## config.mk

```make
export PLATFORM = sky130hd
export DESIGN_NAME = pc_gen
export DESIGN_NICKNAME = d
export VERILOG_FILES = /design/src/rtl/pc_gen_pkg.sv /design/src/rtl/pc_gen_npc_target.sv /design/src/rtl/pc_gen.sv
export SDC_FILE = /design/constraint.sdc
export NUM_CORES = 1
export LEC_CHECK = 0
export BUFFER_PORTS_ARGS = -buffer_cell sky130_fd_sc_hd__buf_2
export CORE_MARGIN = 2
export CORE_UTILIZATION = 50
export DETAILED_ROUTE_END_ITERATION = 6
export PLACE_DENSITY = 0.77
export SLEW_MARGIN = 15
export SYNTH_ARGS = -nofsm -noshare
export SYNTH_HDL_FRONTEND = slang
export SYNTH_SLANG_ARGS = --single-unit
```

## constraint.sdc

```tcl
create_clock -name clk -period 4.7 [get_ports clk]
set_clock_uncertainty 0.2 [all_clocks]
set_input_delay 0.94 -clock clk [delete_from_list [all_inputs] [get_ports clk]]
set_output_delay 0.94 -clock clk [all_outputs]
set_load 0.1 [all_outputs]
```

## src/rtl/pc_gen_pkg.sv

```systemverilog
// Shared next-PC select codes, redirect classes and default vectors
// for the fetch-stage PC generator.
package pc_gen_pkg;

    localparam logic [2:0] NPC_PC4    = 3'd0;
    localparam logic [2:0] NPC_ADDR   = 3'd1;
    localparam logic [2:0] NPC_REG    = 3'd2;
    localparam logic [2:0] NPC_BRANCH = 3'd3;

    localparam logic [1:0] CLS_NONE = 2'd0;
    localparam logic [1:0] CLS_D    = 2'd1;
    localparam logic [1:0] CLS_ERET = 2'd2;
    localparam logic [1:0] CLS_REQ  = 2'd3;

    localparam logic [31:0] RESET_PC_DEF   = 32'h0000_3000;
    localparam logic [31:0] HANDLER_PC_DEF = 32'h0000_4180;
    localparam logic [31:0] IM_BASE_DEF    = 32'h0000_3000;
    localparam logic [31:0] IM_LIMIT_DEF   = 32'h0000_6FFC;

endpackage

```

## src/rtl/pc_gen_npc_target.sv

```systemverilog
// Combinational redirect resolver: picks the highest-priority
// redirect among CP0 request, ERET and the D-stage jump/branch.
module npc_target
    import pc_gen_pkg::*;
#(
    parameter int ADDR_W = 32,
    parameter logic [ADDR_W-1:0] HANDLER_PC = HANDLER_PC_DEF,
    parameter logic [ADDR_W-1:0] ERET_ADJ = '0
) (
    input  logic              stall,
    input  logic [ADDR_W-1:0] d_pc,
    input  logic [25:0]       imm26,
    input  logic [ADDR_W-1:0] rs_val,
    input  logic [2:0]        npc_sel,
    input  logic              br_taken,
    input  logic              req,
    input  logic              eret,
    input  logic [ADDR_W-1:0] epc,
    output logic              rd_valid,
    output logic [ADDR_W-1:0] rd_tgt,
    output logic [1:0]        rd_cls
);

    logic [ADDR_W-1:0] j_tgt;
    logic [ADDR_W-1:0] b_tgt;
    logic [ADDR_W-1:0] b_off;
    logic [ADDR_W-1:0] e_tgt;
    logic [ADDR_W-1:0] d_tgt;
    logic              d_hit;

    assign j_tgt = {d_pc[ADDR_W-1:28], imm26, 2'b00};
    assign b_off = {{(ADDR_W-18){imm26[15]}}, imm26[15:0], 2'b00};
    assign b_tgt = d_pc + ADDR_W'(4) + b_off;
    assign e_tgt = epc + ERET_ADJ;

    always_comb begin
        d_hit = 1'b0;
        d_tgt = '0;
        unique case (npc_sel)
            NPC_ADDR: begin
                d_hit = 1'b1;
                d_tgt = j_tgt;
            end
            NPC_REG: begin
                d_hit = 1'b1;
                d_tgt = rs_val;
            end
            NPC_BRANCH: begin
                d_hit = br_taken;
                d_tgt = b_tgt;
            end
            default: ;
        endcase
    end

    // Conditions are made mutually exclusive so the one-hot
    // decode also encodes the priority order.
    always_comb begin
        rd_valid = 1'b0;
        rd_tgt   = '0;
        rd_cls   = CLS_NONE;
        unique case (1'b1)
            req: begin
                rd_valid = 1'b1;
                rd_tgt   = HANDLER_PC;
                rd_cls   = CLS_REQ;
            end
            (!req && eret): begin
                rd_valid = 1'b1;
                rd_tgt   = e_tgt;
                rd_cls   = CLS_ERET;
            end
            (!req && !eret && !stall && d_hit): begin
                rd_valid = 1'b1;
                rd_tgt   = d_tgt;
                rd_cls   = CLS_D;
            end
            default: ;
        endcase
    end

endmodule

```

## src/rtl/pc_gen.sv

```systemverilog
// Fetch-stage PC register with imem handshake, one-entry
// pending-redirect latch and fetch address-error flag.
module pc_gen
    import pc_gen_pkg::*;
#(
    parameter int ADDR_W = 32,
    parameter logic [ADDR_W-1:0] RESET_PC   = RESET_PC_DEF,
    parameter logic [ADDR_W-1:0] HANDLER_PC = HANDLER_PC_DEF,
    parameter logic [ADDR_W-1:0] ERET_ADJ   = '0,
    parameter logic [ADDR_W-1:0] IM_BASE    = IM_BASE_DEF,
    parameter logic [ADDR_W-1:0] IM_LIMIT   = IM_LIMIT_DEF
) (
    input  logic              clk,
    input  logic              reset,
    input  logic              stall,
    input  logic              imem_ready,
    input  logic [ADDR_W-1:0] d_pc,
    input  logic [25:0]       imm26,
    input  logic [ADDR_W-1:0] rs_val,
    input  logic [2:0]        npc_sel,
    input  logic              br_taken,
    input  logic              req,
    input  logic              eret,
    input  logic [ADDR_W-1:0] epc,
    output logic [ADDR_W-1:0] f_pc,
    output logic              f_adel,
    output logic              pend_valid
);

    logic              rd_valid;
    logic [ADDR_W-1:0] rd_tgt;
    logic [1:0]        rd_cls;
    logic [ADDR_W-1:0] pend_tgt;
    logic [1:0]        pend_cls;
    logic              pend_take;

    npc_target #(
        .ADDR_W     (ADDR_W),
        .HANDLER_PC (HANDLER_PC),
        .ERET_ADJ   (ERET_ADJ)
    ) u_npc_target (
        .stall    (stall),
        .d_pc     (d_pc),
        .imm26    (imm26),
        .rs_val   (rs_val),
        .npc_sel  (npc_sel),
        .br_taken (br_taken),
        .req      (req),
        .eret     (eret),
        .epc      (epc),
        .rd_valid (rd_valid),
        .rd_tgt   (rd_tgt),
        .rd_cls   (rd_cls)
    );

    // Equal class replaces the latch so the newest target wins.
    assign pend_take = rd_valid &&
                       (!pend_valid || (rd_cls >= pend_cls));

    always_ff @(posedge clk) begin
        if (reset) begin
            f_pc       <= RESET_PC;
            pend_valid <= 1'b0;
            pend_tgt   <= '0;
            pend_cls   <= CLS_NONE;
        end else if (imem_ready) begin
            if (rd_valid) begin
                f_pc <= rd_tgt;
            end else if (pend_valid) begin
                f_pc <= pend_tgt;
            end else if (!stall) begin
                f_pc <= f_pc + ADDR_W'(4);
            end
            pend_valid <= 1'b0;
            pend_cls   <= CLS_NONE;
        end else if (pend_take) begin
            pend_valid <= 1'b1;
            pend_tgt   <= rd_tgt;
            pend_cls   <= rd_cls;
        end
    end

    assign f_adel = (f_pc[1:0] != 2'b00) ||
                    (f_pc < IM_BASE) ||
                    (f_pc > IM_LIMIT);

endmodule

```

# == Yosys cells after proc, flatten, opt, wreduce, memory -nomap -nowiden ==
# Cells that the tools add are included.
# totals
out_inout_bits,34
regBits,67
wordCells,41
# op_classes
n_bitwise,1
order_cmp,3
addsub,3
n_mux,8
n_reduce_logical,18
n_eq_ne,4
# op_table
op,n
case mux 32 bit (3 select lines),2
2-to-1 mux 32 bit,3
"adder 32 x 3 -> 32 bit, second input constant",2
adder 32 bit,1
"> comparator 32 x 15 -> 1 bit, second input constant",1
"less-than comparator 32 x 14 -> 1 bit, second input constant",1
"== test 3 x 2 -> 1 bit, second input constant",2
case mux 2 bit (3 select lines),1
logical AND 1 bit,5
zero test 1 bit,4
AND reduction 2 bit,2
OR reduction 2 bit,2
"== test 3 x 1 -> 1 bit, second input constant",1
logical OR 1 bit,3
"inequality test 3 x 1 -> 1 bit, second input constant",1
OR reduction 3 bit,1
>= comparator 2 bit,1
case mux 1 bit (2 select lines),1
nonzero test 2 bit,1
2-to-1 mux 1 bit,1
NOT 1 bit,1

# == Logic depth before layout (Yosys ltp) ==
# depth
ltp_word,9
mapped_depth,15

# == By module ==
# Synthesis repeated with hierarchy kept, for this count alone.
# unflattened
hier_cells,903
hier_area_um2,6860.3
# by_module_without_submodules
module,seq_area_each_um2,area_each_um2,instances,cells_each
pc_gen,1341.3,3892.5,1,477
npc_target,0.0,2967.8,1,426

# == Least setup slack after synthesis ==
# OpenSTA, ideal clock, no wires.
# synth_timing
kind,input-to-reg
startpoint,in d_pc[3]
endpoint,reg f_pc[23]
cell_stages,12
arrival_ps,3485
setup_slack_ps,870
cell_sequence,ha_1 -> ha_1 -> inv_1 -> fa_1 -> nor2b_1 -> o31a_1 -> o31ai_4 -> o211a_4 -> o41ai_2 -> xor2_1 -> a221oi_1 -> a311oi_2
# synth_via
elab_chain_cells,5
# synth_lines
element,line,rtl
start: declaration,pc_gen.sv:17,"input logic [ADDR_W-1:0] d_pc,"
adder 32 x 3 -> 32 bit,pc_gen_npc_target.sv:33,assign b_tgt = d_pc + ADDR_W'(4) + b_off;
adder 32 bit,pc_gen_npc_target.sv:33,
case mux 32 bit (3 select lines),pc_gen_npc_target.sv:39,unique case (npc_sel)
case mux 32 bit (3 select lines),pc_gen_npc_target.sv:62,unique case (1'b1)
2-to-1 mux 32 bit,pc_gen.sv:67,if (rd_valid) begin
end signal: assignment,pc_gen.sv:68,f_pc <= rd_tgt;
end signal: assignment,pc_gen.sv:70,f_pc <= pend_tgt;
end signal: assignment,pc_gen.sv:72,f_pc <= f_pc + ADDR_W'(4);
end: declaration,pc_gen.sv:25,"output logic [ADDR_W-1:0] f_pc,"
# Every way passes these cells.
# A chain may end at the register's enable or synchronous reset.

# == Worst setup path in the final report ==
# layout_timing
startpoint,in imm26[1]
endpoint,reg f_pc[23]
# layout_via
elab_chain_cells,4
# layout_lines
element,line,rtl
start: declaration,pc_gen.sv:18,"input logic [25:0] imm26,"
adder 32 bit,pc_gen_npc_target.sv:33,
case mux 32 bit (3 select lines),pc_gen_npc_target.sv:39,
case mux 32 bit (3 select lines),pc_gen_npc_target.sv:62,
2-to-1 mux 32 bit,pc_gen.sv:67,
# Every way passes these cells.

==> results.cfg <==
[synthesis]
synthTopCellsByArea = dfxtp_1, ha_1, nor2_1
ys_ff_latch = 67
async_reset_ff_share_pct = 0
synth.largest_area_cell = dfxtp_1
synth_cell_type_count = 70
ys.flop_type = dfxtp_1
synth_edf_count = 0
netlist_instances = 807
yosys_warnings = 0
seq_area_frac_synth_pct = 21.84
synth.avg_cell_area_um2 = 7.611
yosysTopAreaCellShare_pct = 21.84
syn-num-nets = 1000
netlist_area_mm2 = 0.006142

[placed_design]
placed_cells = 1086
place_ws_ns = 0.5191
dp_hpwl_um = 14890
gp_congestion = 0.9205
portBuffers = 165
placed_area_mm2 = 0.007091

[setup_path]
end_kind = register
r2r-start = f_pc[2]
r2r-end = f_pc[30]
crit_top_cell = ha_1
ff2ff_path_depth = 10
crit_start = imm26[1]
arrival_ns = 3.83
ff2ff_setup_slack_ns = 1.84
crit_path_start_kind = primary input
crit_buf_inv = 2
critPathMaxStageDelay_ns = 0.42
path_max_fanout = 4
cp_data_required_time_ns = 4.70
criticalPathCategory = primary input to register
cp_top_family = compound AO/OA/AOI/OAI gates
crit_chain = buf_2 -> ha_1 -> ha_1 -> inv_1 -> fa_1 -> nor2b_1 -> o31a_1 -> o31ai_4 -> o211a_4 -> o41ai_2 -> xor2_1 -> a221oi_1 -> a311oi_2
cp_slowest_cell = a221oi_1

[flow_run]
maxCapViolations = 0

[sta]
period_share_pct = 81.48
fmax_ghz = 0.2611
setup_viol = 0
period_needed_ns = 3.829
finalHoldViolCount = 0
finalSetupTns_ns = 0
slew_headroom_pct = 30.93
rsz0062_at_grt = no
setup_ws_ns = 0.8705
max_slew.worst_pin.slew_ns = 1.033
timing.final.max_slew_violations = 0

[die]
core_mm2 = 0.01201
fp-row-count = 40
start_util_pct = 51.14
die_y_um = 114.8
num_io_pins = 166
die_area_mm2 = 0.01319
die_x_um = 114.8

[cells_and_area]
final_common_cell = buf_2
synthToLayoutAreaGrowth_pct = 20.29
final_area_mm2 = 0.007388
nNetsFinal = 1143
multiInputGateArea_mm2 = 0.004578
drive_above_1_share_pct = 23.66
fill_cells = 1142
area.sequential_mm2 = 0.001341
final_cell_mix = buf_2, nor2_1, nand2_1, dfxtp_1, ha_1
instances_no_fill = 1103

[hold_path]
hold_path_depth = 2
holdCritStartpoint = pend_cls[0]
hp-class = register to register
min_to = pend_cls[0]

[routing]
wl_per_cell_um = 17.63
ant_nets = 0
drt_wl_total_um = 19440
viasPerCell = 6.232
drcViolationCount = 0
num_vias = 6874
drt_iter0_markers = 632
first_pass_iters = 5

[power_and_ir_drop]
power.density_mw_per_mm2 = 288.1
p_leak_nw = 3.193
ir_drop_mv = 0.1428

[global_routing]
grt_first_pass_wirelength_um = 31100
grt_usage_pct = 29.28
grt_max_degree = 57
first_global_vias = 6232
antenna_found_initial = 1
grt_overflow = 0

[run_status]
status = finished, final reports clean

[clocking]
cts_resized = 0
cts_tree = done
h-tree-depth = 3
cts_hold_buf = 0
cts_buffers = 9
insertion_delay_ns = 0.34
cts_setup_buffers = 0
clockBufferDepth = 2
root_buffer = clkbuf_16
cts.clk_slew.worst_paths_ns = 0.06
cts.sinks = 67
==> synth_stat cells (10+ instances only) <==
| cell | number |
|---|---|
| nor3_1 | 25 |
| a22oi_1 | 24 |
| ha_1 | 60 |
| clkbuf_1 | 39 |
| a21o_1 | 11 |
| a211oi_1 | 42 |
| inv_1 | 16 |
| xor2_1 | 20 |
| xnor2_1 | 26 |
| nor2_1 | 117 |
| nand3_1 | 11 |
| o21ai_0 | 34 |
| nand2_1 | 81 |
| a21oi_1 | 55 |
| dfxtp_1 | 67 |
| a22o_1 | 10 |
==> layout make-up <==
class / instances / share of cell area (%)
multi-input cells: 677 / 61.96
flip-flops and latches: 67 / 18.15
repair buffers: 178 / 12.50
clock buffers: 11 / 3.285
well taps: 147 / 2.489
inverters: 17 / 0.8637
clock inverters: 5 / 0.7113
diodes: 1 / 0.03387
==> where the power goes <==
group | internal, mW | leakage [nW] | switching (mW) | total, mW
clock network | 0.422 | 0.145 | 0.255 | 0.677
registers | 0.610 | 0.553 | 0.0408 | 0.651
logic | 0.283 | 2.50 | 0.517 | 0.801
total | 1.32 | 3.19 | 0.813 | 2.13
==> logic make-up after synthesis <==
logic type | synth area share [%]
AO/OA/AOI/OAI | 32.45
XOR/XNOR | 6.559
adder cells (fa/ha/maj) | 12.55
buffers and inverters | 3.952
AND/OR/NAND/NOR | 21.27
multiplexers | 1.385
flip-flops | 21.84
==> flip-flops by register name (all words and copies together), names as in the netlist <==
register / cells
f_pc: 32
pend_cls: 2
pend_tgt: 32
pend_valid: 1
==> tightest hold or removal path, delay by kind of cell (launching register included) <==
kind             cells  cell delay (ns)
AO/OA/AOI/OAI        1             0.05
flip-flops           1             0.32
AND/OR/NAND/NOR      1             0.06
==> per-layer routing <==
| layer | part of all wire [%] | track usage, % | wire [um] |
|---|---|---|---|
| met1 | 45 | 41.81 | 8798 |
| met2 | 45 | 45.80 | 8704 |
| met3 | 7.6 | 3.216 | 1476 |
| met4 | 2.4 | 10.52 | 461 |
| met5 | 0 | 0 | 0 |
==> worst max-delay path by stage <==
stage                     endpoint  slack (ns)  cells past startpoint
after detailed placement  f_pc[23]        0.52                     13
final                     f_pc[23]        0.87                     13
after global placement    f_pc[23]        0.60                     13
after CTS                 f_pc[23]        0.88                     13
after floorplan           f_pc[23]        0.87                     12
after global routing      f_pc[30]        0.53                     12
==> through the flow <==
stage                     utilization [%]  power (mW)  hold slack (ns)
after global routing                61.51       2.238           0.2961
after global placement              59.03       1.439           0.2605
final                               61.51       2.128           0.2787
after CTS                           61.49       2.117           0.2740
after detailed placement            59.03       1.447           0.2662
after floorplan                         -       1.244           0.2440
Power figures use the tool's default switching activity.
